File: config.mk
export PLATFORM = sky130hd
export DESIGN_NAME = seq_divider_param
export DESIGN_NICKNAME = d
export VERILOG_FILES = /design/src/rtl/seq_divider_param.sv
export SDC_FILE = /design/constraint.sdc
export NUM_CORES = 1
export LEC_CHECK = 0
export CAP_MARGIN = 0
export CORE_MARGIN = 3
export CORE_UTILIZATION = 42
export DETAILED_ROUTE_END_ITERATION = 8
export GPL_TIMING_DRIVEN = 0
export PLACE_DENSITY = 0.66
export SYNTH_ARGS = -nofsm -noshare
export SYNTH_HDL_FRONTEND = slang
export SYNTH_SLANG_ARGS = --single-unit
File: constraint.sdc
create_clock -name clk -period 6.3 [get_ports clk]
set_input_delay 0.63 -clock clk [delete_from_list [all_inputs] [get_ports clk]]
set_output_delay 0.63 -clock clk [all_outputs]
set_load 0.005 [all_outputs]
File: src/rtl/seq_divider_param.sv
// Restoring sequential divider: one quotient bit per cycle, MSB first,
// with a start/busy/done handshake, divide-by-zero flag and synchronous abort.
module seq_divider_param #(
    parameter int N_WIDTH = 24,
    parameter int D_WIDTH = 16
) (
    input  logic               clk,
    input  logic               nRst,
    input  logic               start_i,
    input  logic               abort_i,
    input  logic [N_WIDTH-1:0] dividend_i,
    input  logic [D_WIDTH-1:0] divisor_i,
    output logic               busy_o,
    output logic               done_o,
    output logic [N_WIDTH-1:0] quotient_o,
    output logic [D_WIDTH-1:0] remainder_o,
    output logic               div_by_zero_o
);

    localparam int CW = (N_WIDTH > 2) ? $clog2(N_WIDTH) : 1;
    localparam logic [CW-1:0] LAST = CW'(N_WIDTH - 1);

    typedef enum logic [1:0] {
        IDLE   = 2'd0,
        DIVIDE = 2'd1,
        DONE   = 2'd2
    } state_t;

    state_t             state_q, state_d;
    logic [N_WIDTH-1:0] work_q, work_d;   // dividend shifts out, quotient shifts in
    logic [D_WIDTH-1:0] dvsr_q, dvsr_d;
    logic [D_WIDTH-1:0] prem_q, prem_d;   // partial remainder, always < divisor
    logic [CW-1:0]      cnt_q, cnt_d;
    logic [N_WIDTH-1:0] quot_q, quot_d;
    logic [D_WIDTH-1:0] rem_q, rem_d;
    logic               dbz_q, dbz_d;

    // One restoring step. The trial value is D_WIDTH+1 bits wide; because the
    // partial remainder is below the divisor, trial - divisor fits in D_WIDTH bits.
    logic [D_WIDTH:0]   trial;
    logic               ge;
    logic [D_WIDTH-1:0] prem_nx;
    logic [N_WIDTH-1:0] work_nx;

    assign trial   = {prem_q, work_q[N_WIDTH-1]};
    assign ge      = (trial >= {1'b0, dvsr_q});
    assign prem_nx = ge ? (trial[D_WIDTH-1:0] - dvsr_q) : trial[D_WIDTH-1:0];
    assign work_nx = {work_q[N_WIDTH-2:0], ge};

    // Next-state and datapath control; result registers load only on entry to DONE.
    always_comb begin
        state_d = state_q;
        work_d  = work_q;
        dvsr_d  = dvsr_q;
        prem_d  = prem_q;
        cnt_d   = cnt_q;
        quot_d  = quot_q;
        rem_d   = rem_q;
        dbz_d   = dbz_q;
        case (state_q)
            IDLE: begin
                if (start_i) begin
                    work_d = dividend_i;
                    dvsr_d = divisor_i;
                    prem_d = '0;
                    cnt_d  = '0;
                    if (divisor_i == '0) begin
                        state_d = DONE;
                        quot_d  = '1;
                        rem_d   = '0;
                        dbz_d   = 1'b1;
                    end else begin
                        state_d = DIVIDE;
                    end
                end
            end
            DIVIDE: begin
                work_d = work_nx;
                prem_d = prem_nx;
                cnt_d  = cnt_q + CW'(1);
                if (cnt_q == LAST) begin
                    state_d = DONE;
                    quot_d  = work_nx;
                    rem_d   = prem_nx;
                    dbz_d   = 1'b0;
                end
            end
            DONE:    state_d = IDLE;
            default: state_d = IDLE;
        endcase
        // Abort beats everything: drop the working set, keep the last results.
        if (abort_i) begin
            state_d = IDLE;
            work_d  = '0;
            dvsr_d  = '0;
            prem_d  = '0;
            cnt_d   = '0;
            quot_d  = quot_q;
            rem_d   = rem_q;
            dbz_d   = dbz_q;
        end
    end

    // State and datapath registers with asynchronous active-low clear.
    always_ff @(posedge clk or negedge nRst) begin
        if (!nRst) begin
            state_q <= IDLE;
            work_q  <= '0;
            dvsr_q  <= '0;
            prem_q  <= '0;
            cnt_q   <= '0;
            quot_q  <= '0;
            rem_q   <= '0;
            dbz_q   <= 1'b0;
        end else begin
            state_q <= state_d;
            work_q  <= work_d;
            dvsr_q  <= dvsr_d;
            prem_q  <= prem_d;
            cnt_q   <= cnt_d;
            quot_q  <= quot_d;
            rem_q   <= rem_d;
            dbz_q   <= dbz_d;
        end
    end

    assign busy_o        = (state_q != IDLE);
    assign done_o        = (state_q == DONE);
    assign quotient_o    = quot_q;
    assign remainder_o   = rem_q;
    assign div_by_zero_o = dbz_q;

endmodule

* Yosys cells after proc, flatten, opt, wreduce, memory -nomap -nowiden *
Index checks and enable logic that the tools add are counted.

operators by class
  add/sub/neg operators = 2
  $lt $le $gt $ge = 1
  eq/ne operators = 8
  mux-type cells = 30
  bitwise operators = 1
  reduce and logical (&&, ||, !) cells = 11

operators by type and width
  kind                                                 count
  2-to-1 mux 16 bit                                    9
  2-to-1 mux 24 bit                                    5
  case mux 24 bit (2 select lines)                     2
  case mux 16 bit (2 select lines)                     2
  >= comparator 17 x 16 -> 1 bit                       1
  logical NOT 16 bit                                   1
  subtractor 16 bit                                    1
  2-to-1 mux 5 bit                                     2
  case mux 5 bit (2 select lines)                      1
  2-to-1 mux 2 bit                                     4
  nonzero test 2 bit                                   4
  != test 2 bit, second input constant                 3
  != test 3 bit, second input constant                 2
  AND reduction 2 bit                                  3
  adder 5 x 1 -> 5 bit, second input constant          1
  equality test 5 bit, second input constant           1
  AND reduction 5 bit                                  1
  case mux 2 bit (2 select lines)                      1
  2-to-1 mux 1 bit                                     3
  nonzero test 3 bit                                   1
  equality test 2 x 1 -> 1 bit, second input constant  1
  equality test 2 bit, second input constant           1
  logical NOT 2 bit                                    1
  case mux 1 bit (2 select lines)                      1
  inverter 1 bit                                       1

storage, ports and cells
  flip-flop bits (word level) = 104
  input port bits = 44
  output and inout port bits = 43
  word-level logic and storage cells = 61

* Depth between registers and ports, before layout *
Gate-level depths: netlist of run 1.

  word-level depth = 5
  mapped depth = 11
  mapped depth without buffers = 10

* Least setup slack after synthesis of run 1 *
Ideal clock, no wire load.

  path type = reg-to-reg
  start point = register prem_q[11]
  end point = register prem_q[10]
  setup time = 0.121 ns
  arrival time = 2.208 ns
  data required time = 6.179 ns
  slack = 3.971 ns
  stages on the path, launching flop included = 10
  path buffers = 1
  clock period less this slack = 2.329 ns
  cell sequence = dfrtp_1 ha_1 a21o_1 a21oi_2 o21ai_1 a211o_1 a21o_1 buf_6 mux2_4 a22o_1

on the way
  longest elaborated chain between the ends = 4

RTL lines
  what                              RTL line  RTL
  start: declaration                32        logic [D_WIDTH-1:0] prem_q, prem_d;
  start signal: assignment          119       prem_q <= prem_d;
  >= comparator 17 x 16 -> 1 bit    46        assign ge = (trial >= {1'b0, dvsr_q});
  2-to-1 mux 16 bit                 47        assign prem_nx = ge ? (trial[D_WIDTH-1:0] - dvsr_q) : trial[D_WIDTH-1:0];
  case mux 16 bit (2 select lines)  60        case (state_q)
  2-to-1 mux 16 bit                 92        if (abort_i) begin

No other way between the ends.
A chain may end at the register's enable or synchronous reset.

* Worst setup path in the final report of run 1 *
  start point = input port divisor_i[8]
  end point = register rem_q[11], in the netlist remainder_o[11]

on the way
  longest elaborated chain between the ends = 3

RTL lines
  what                           RTL line  RTL
  start: declaration             12        input logic [D_WIDTH-1:0] divisor_i,
  logical NOT 16 bit             67        if (divisor_i == '0) begin
  != test 2 bit (no line)        --
  AND reduction 5 bit (no line)  --
  end signal: assignment         122       rem_q <= rem_d;
  end: declaration               35        logic [D_WIDTH-1:0] rem_q, rem_d;

No other way between the ends.

==> summary.md, run 1 <==
| Metric | Value |
|---|---|
| Synth Instances | 574 |
| Post-CTS sizing | 0 |
| Clk Tree Root Cell | clkbuf_16 |
| CTS tree | yes |
| Sink Count | about 100 |
| Placed cell count | approximately 830 |
| Flops & latches, synth | roughly 100 |
| Final Max Tran Viols | 0 |
| Final Hold Viols | 0 |
| Outcome | finished, final reports clean |
| LEAKAGE | 2.93 nW |
| Post-synth top flop | dfrtp_1 |
| Die area | 0.0139 mm² |
| Largest net degree at the start of global routing | roughly 70 |
| Detail Route Antenna Nets | 0 |
| Slowest stage delay, CP | 0.51 ns |
| Die Y-Extent | 118 µm |
| Post-synth EDFFs | 0 |
| Mean Syn Cell Area | 9.17 µm² |
| GPL Wtd Cong | 0.835 |
| Placed cell area | between 0.006 and 0.007 mm² |
| Worst-path fanout max | 10 |
| Clock Skews | around 0.0058 ns |
| Sequential-to-total area share from yosys stat | about half |
| H-tree Lvls | 3 |
| Starting Density | 43.4% |
| # diodes | 0 |
| Drt total wl | 14400 µm |
| Worst-path clk slew | roughly 0.070 ns |
| CTS Hold Bufs | 0 |
| Max VDD drop | 0.260 mV |
| IO Port Bufs | 86 |
| Power Density | 479 mW/mm² |
| Design Area, Final | 0.00670 mm² |
| Drt first pass iters | 5 |
| Min Tclk post-route | 2.79 ns |
| Area grow syn2layout | 27.4% |
| Final Net Count | ~730 |
| CP bufs+invs | 3 |
| DPL Wire Length | 10600 µm |
| Slew @ Worst Pin | 0.667 ns |
| Layout cells sized above 1 | about 4.7% |
| Antenna violations before repair | 0 |
| Post-Place Worst Slack | roughly 3.2 ns |
| Asr flop ratio synth | 100% |
| Setup Fix Bufs, Post-CTS | 0 |
| DIE WIDTH | 118 µm |
| Row cnt | 40 |
| Critical Path RT | 6.53 ns |
| Starting DRT DRC Count | 328 |
| Clock Latency Late Sink | 0.35 ns |
| Cell family with most CP delay | buffers and inverters |
| Synth Warn # | 0 |
| Total power | 3.21 mW |
| # DRC | 0 |
| Gr usage total | 21.8% |
| Syn Nets | around 640 |
| Core area | 0.0121 mm² |
| WL per Instance | around 17 µm |
| Sum Neg Setup Slack | 0 ns |
| Critical Path, Cell by Cell | clkdlybuf4s50_1 > nor4_1 > a41oi_1 > or4_1 > buf_2 > clkbuf_1 > a32oi_1 > o31ai_1 |
| Routed via count | 4585 |
| CTS Buf Count | 9 |
| PnR worst setup slack | about 3.5 ns |
| Vias in the first global route | ~4.6k |
| Relative slew slack | 55.0% |
| Number of setup violations in the final report | 0 |
| IO Pins | 87 |
| Slowest CP cell | or4_1 |
| RSZ-0062 raised after global routing | false |
| First-pass GRT wire length | 24300 µm |
| Final instance count without filler cells | 845 |
| Max Clk Rate | 359 MHz |
| WP data arrival | 3.01 ns |
| Crit. End Element | flip-flop |
| Drt via density | around 5.4 |
| Yosys cell types | 55 |
| CP Class | in2reg |
| Total grt overflow | 0 |
| Fin crit share | 44.3% |
| Mapped Area | 0.00526 mm² |
| Fin Hold WS | 0.237 ns |
| CTS max path bufs | 2 |
| Final core utilization | 55.3% |
| Worst Setup Start Kind | primary input |
| Hold Crit Class | in2async |
| Count of max-cap constraint violations | 0 |
## state kept, by name, summed over array words and instances, names as in the netlist
name,cells
work_q,24
prem_q,16
dvsr_q,16
cnt_q,5
state_q,2
quotient_o,24
remainder_o,16
div_by_zero_o,1
## path summary, 6_finish.rpt
check                                  end           start  slack (ns)  cells after the start
setup / recovery           remainder_o[11]    divisor_i[8]        3.51                      8
hold / removal               quotient_o[1]            nRst        0.24                      1
setup reg to reg                 prem_q[5]       prem_q[9]        3.59                     10
hold reg to reg             remainder_o[4]  remainder_o[4]        0.48                      2
max in group asynchronous        dvsr_q[6]            nRst        5.38                      2
min in group clk            remainder_o[4]  remainder_o[4]        0.48                      2
## layout by cell type (no fill, tap or decap), types with 6 or more instances in the layout
master | Yosys | layout
nand2_1 | 134 | 134
dfrtp_1 | 104 | 104
clkdlybuf4s50_1 | 0 | 85
nor2_1 | 38 | 38
o21ai_0 | 38 | 38
a21oi_1 | 30 | 30
clkbuf_1 | 28 | 29
a311oi_1 | 25 | 25
inv_1 | 22 | 22
o21ai_1 | 17 | 17
ha_1 | 17 | 17
mux2i_1 | 12 | 12
xor2_1 | 9 | 9
clkbuf_16 | 0 | 9
nor3_1 | 8 | 8
a22o_1 | 7 | 7
nor2b_1 | 6 | 6
a21o_1 | 6 | 6
## power by group
group	leakage [nW]	switching (mW)	internal, mW
Sequential	1.37	0.0989	0.795
Combinational	1.39	0.919	0.756
Clock	0.163	0.249	0.391
Total	2.93	1.27	1.94
## kinds of logic after synthesis
group | synth area share [%]
DFF | 49.5
xor gates and xnor gates | 2.33
muxes | 2.57
AOI/OAI and AO/OA | 19.5
buffers and inverters | 4.26
and+or+nand+nor | 17.4
adders and majority gates | 4.42
## layer usage
metal / vias to the layer above / global-route usage [%] / wire length [µm]
li1: 2202 / - / -
met1: 2231 / 32.6 / 6990
met2: 143 / 32.6 / 6390
met3: 9 / 5.29 / 836
met4: 0 / 4.18 / 141
met5: - / 0 / 0
## layout make-up
cell class	instances	area [µm²]
well taps	168	210
inverters	23	86.3
clock buffers	10	229
flip-flops and latches	104	2600
clock inverters	6	115
fillers	1132	5410
repair buffers	87	886
multi-input cells	414	2430
plain buffers	33	138
## synth_stat cells, types with 2 or more instances
cell / count / share of area [%]
a31oi_1: 3 / 0.36
ha_1: 17 / 4.0
nor2_1: 38 / 2.7
a22o_1: 7 / 1.2
nor4_1: 4 / 0.48
and3_1: 2 / 0.24
a211o_1: 3 / 0.50
a32o_1: 2 / 0.38
inv_1: 22 / 1.6
nand4_1: 5 / 0.59
nand3_1: 3 / 0.29
nand2_1: 134 / 9.6
mux2i_1: 12 / 2.3
dfrtp_1: 104 / 49
buf_2: 2 / 0.19
nand2b_1: 5 / 0.59
or2_2: 2 / 0.24
nor3_1: 8 / 0.76
a21oi_2: 2 / 0.33
a21oi_1: 30 / 2.9
o21ai_1: 17 / 1.6
clkbuf_1: 28 / 2.0
a21o_1: 6 / 0.86
nor2b_1: 6 / 0.71
o21ai_0: 38 / 3.6
o31ai_1: 4 / 0.57
a32oi_1: 3 / 0.50
a211oi_1: 2 / 0.29
a311oi_1: 25 / 4.2
a41oi_1: 3 / 0.50
xor2_1: 9 / 1.5
xnor2_1: 5 / 0.83
(Power assumes the default switching activity.)
==> inputs of run 2 (changes only) <==
Clock period 6.3 ns to 2.7 ns, I/O delays scaled along.
==> summary.md, run 2 (synthesis results as in run 1) <==
| Metric | Value |
|---|---|
| Area grow syn2layout | 28.6% (was 27.4%) |
| IO Pins | 87 (unchanged) |
| GPL Wtd Cong | 0.835 (unchanged) |
| Die Y-Extent | 118 µm (unchanged) |
| Routed via count | 4623 (was 4585) |
| Setup Fix Bufs, Post-CTS | 0 (unchanged) |
| Clock Skews | 0.00608 ns (was 0.00583 ns) |
| Final Max Tran Viols | 0 (unchanged) |
| Final instance count without filler cells | 846 (was 845) |
| Detail Route Antenna Nets | 0 (unchanged) |
| Multi-input logic area | 0.00248 mm² (was 0.00243 mm²) |
| Sum Neg Setup Slack | 0 ns (unchanged) |
| Final Hold Viols | 0 (unchanged) |
| Largest net degree at the start of global routing | 71 (unchanged) |
| Max VDD drop | 0.692 mV (was 0.260 mV) |
| Core area | 0.0121 mm² (unchanged) |
| Commonest non-fill, non-tap cells in the layout | nand2_1 (134), dfrtp_1 (104), clkdlybuf4s50_1 (85) (unchanged) |
| Power Density | 1150 mW/mm² (was 479 mW/mm²) |
| Clk Tree Root Cell | clkbuf_16 (unchanged) |
| DPL Wire Length | 10600 µm (unchanged) |
| First-pass GRT wire length | 24300 µm (about the same) |
| Drt via density | 5.46 (was 5.43) |
| Drt total wl | 14500 µm (was 14400 µm) |
| Row cnt | 40 (unchanged) |
| Drt first pass iters | 5 (unchanged) |
| Final Net Count | 735 (was 734) |
| Min Tclk post-route | 2.58 ns |
| Reg area | 0.00260 mm² (unchanged) |
| Starting Density | 43.4% (unchanged) |
| Design Area, Final | 0.00677 mm² (was 0.00670 mm²) |
| Slew @ Worst Pin | 0.651 ns (was 0.667 ns) |
| CP Class | reg2reg (was in2reg) |
| Critical Path RT | 2.94 ns (was 6.53 ns) |
| Max Clk Rate | approximately 390 MHz |
| Fill cell total of the finished layout | 1128 (was 1132) |
| Count of max-cap constraint violations | 0 (unchanged) |
| Relative slew slack | 56.4% (was 55.0%) |
| Sink Count | 104 (unchanged) |
| Layout cells sized above 1 | 6.19% (was 4.73%) |
| Commonest non-fill, non-tap cell in the layout | nand2_1 (unchanged) |
| Worst-path fanout max | 6 (was 10) |
| Worst-path clk slew | 0.07 ns (about the same) |
| Starting DRT DRC Count | 314 (was 328) |
| FF-to-FF setup slack | 0.12 ns (was 3.59 ns) |
| Antenna violations before repair | 0 (unchanged) |
| IO Port Bufs | 86 (unchanged) |
| CTS max path bufs | 2 (unchanged) |
| CTS Buf Count | 9 (unchanged) |
| Final core utilization | 55.9% (was 55.3%) |
| Crit. End Element | flip-flop (unchanged) |
| CTS tree | yes (unchanged) |
| Die area | 0.0139 mm² (unchanged) |
| LEAKAGE | 2.93 nW (about the same) |
| Gr usage total | 21.8% (about the same) |
| # diodes | 0 (unchanged) |
| Fin crit share | 95.6% |
| Outcome | finished, final reports clean (unchanged) |
| WP data arrival | 2.82 ns (was 3.01 ns) |
| H-tree Lvls | 3 (unchanged) |
| Placed cell area | 0.00636 mm² (unchanged) |
| Hold Crit Class | in2async (unchanged) |
| Worst Setup Start Kind | flip-flop (was primary input) |
| DIE WIDTH | 118 µm (unchanged) |
| Clock Latency Late Sink | 0.35 ns (about the same) |
| RSZ-0062 raised after global routing | true (was false) |
| Placed cell count | 829 (unchanged) |
| Total grt overflow | 0 (unchanged) |
| WL per Instance | 17.2 µm (was 17.0 µm) |
| # DRC | 0 (unchanged) |
| Number of setup violations in the final report | 0 (unchanged) |
| Vias in the first global route | 4547 (was 4560) |
[run 2: final timing paths]
check	depth (start not counted)	end	startpoint
worst max-delay path	9	prem_q[10]	prem_q[11]
worst min-delay path	2	quotient_o[3]	nRst
worst max register to register	9	prem_q[10]	prem_q[11]
worst min register to register	2	remainder_o[4]	remainder_o[4]
max in group asynchronous	3	dvsr_q[6]	nRst
min in group clk	2	remainder_o[4]	remainder_o[4]
[run 2: layout make-up]
cell class,count,area share [%]
flip-flops and latches,104,38.5
multi-input cells,414,36.7
repair buffers,88,13.2
clock buffers,10,3.38
well taps,168,3.11
plain buffers,33,2.13
clock inverters,6,1.70
inverters,23,1.28
[run 2: power breakdown]
part / switching, mW / internal (mW) / total, mW / leakage (nW)
Combinational: 2.26 / 1.95 / 4.21 / 1.40
Sequential: 0.235 / 1.85 / 2.09 / 1.37
Clock: 0.584 / 0.912 / 1.50 / 0.163
Total: 3.07 / 4.72 / 7.79 / 2.93
[run 2: worst max-delay path, stage by stage (launching register included)]
cell and delay [ns]:
dfrtp_1 0.43, ha_1 0.38, a21o_1 0.26, a21oi_2 0.12, o21ai_1 0.08, a211o_1 0.35, a21o_1 0.18, buf_6 0.14
mux2_4 0.30, a22o_1 0.23
[run 2: timing repair]
action | CTS | global route
gates resized for setup | 1 | 14
hold endpoints to repair | 34 | 0
setup endpoints to repair | 1 | 24
hold buffers | 1 | 0
pin swaps | 0 | 2
[run 2: metal layers]
layer  track usage, %  up-vias  part of all wire, %
li1                 -     2206                    -
met1             32.6     2260                   50
met2             32.6      148                   44
met3             5.24        9                  5.5
met4             3.96        0                  1.1
met5                0        -                    0
[run 2: through the flow]
step | hold WS, ns | worst slack [ns] | total power, mW
2_1_floorplan | -0.0256 | 0.371 | 4.80
3_3_place_gp | 0.462 | -2.58 | 5.97
3_5_place_dp | 0.262 | -0.0619 | 5.99
4_1_cts | 0.435 | 0.0137 | 7.54
5_1_grt | 0.457 | -0.0288 | 8.35
6_report | 0.421 | 0.119 | 7.79
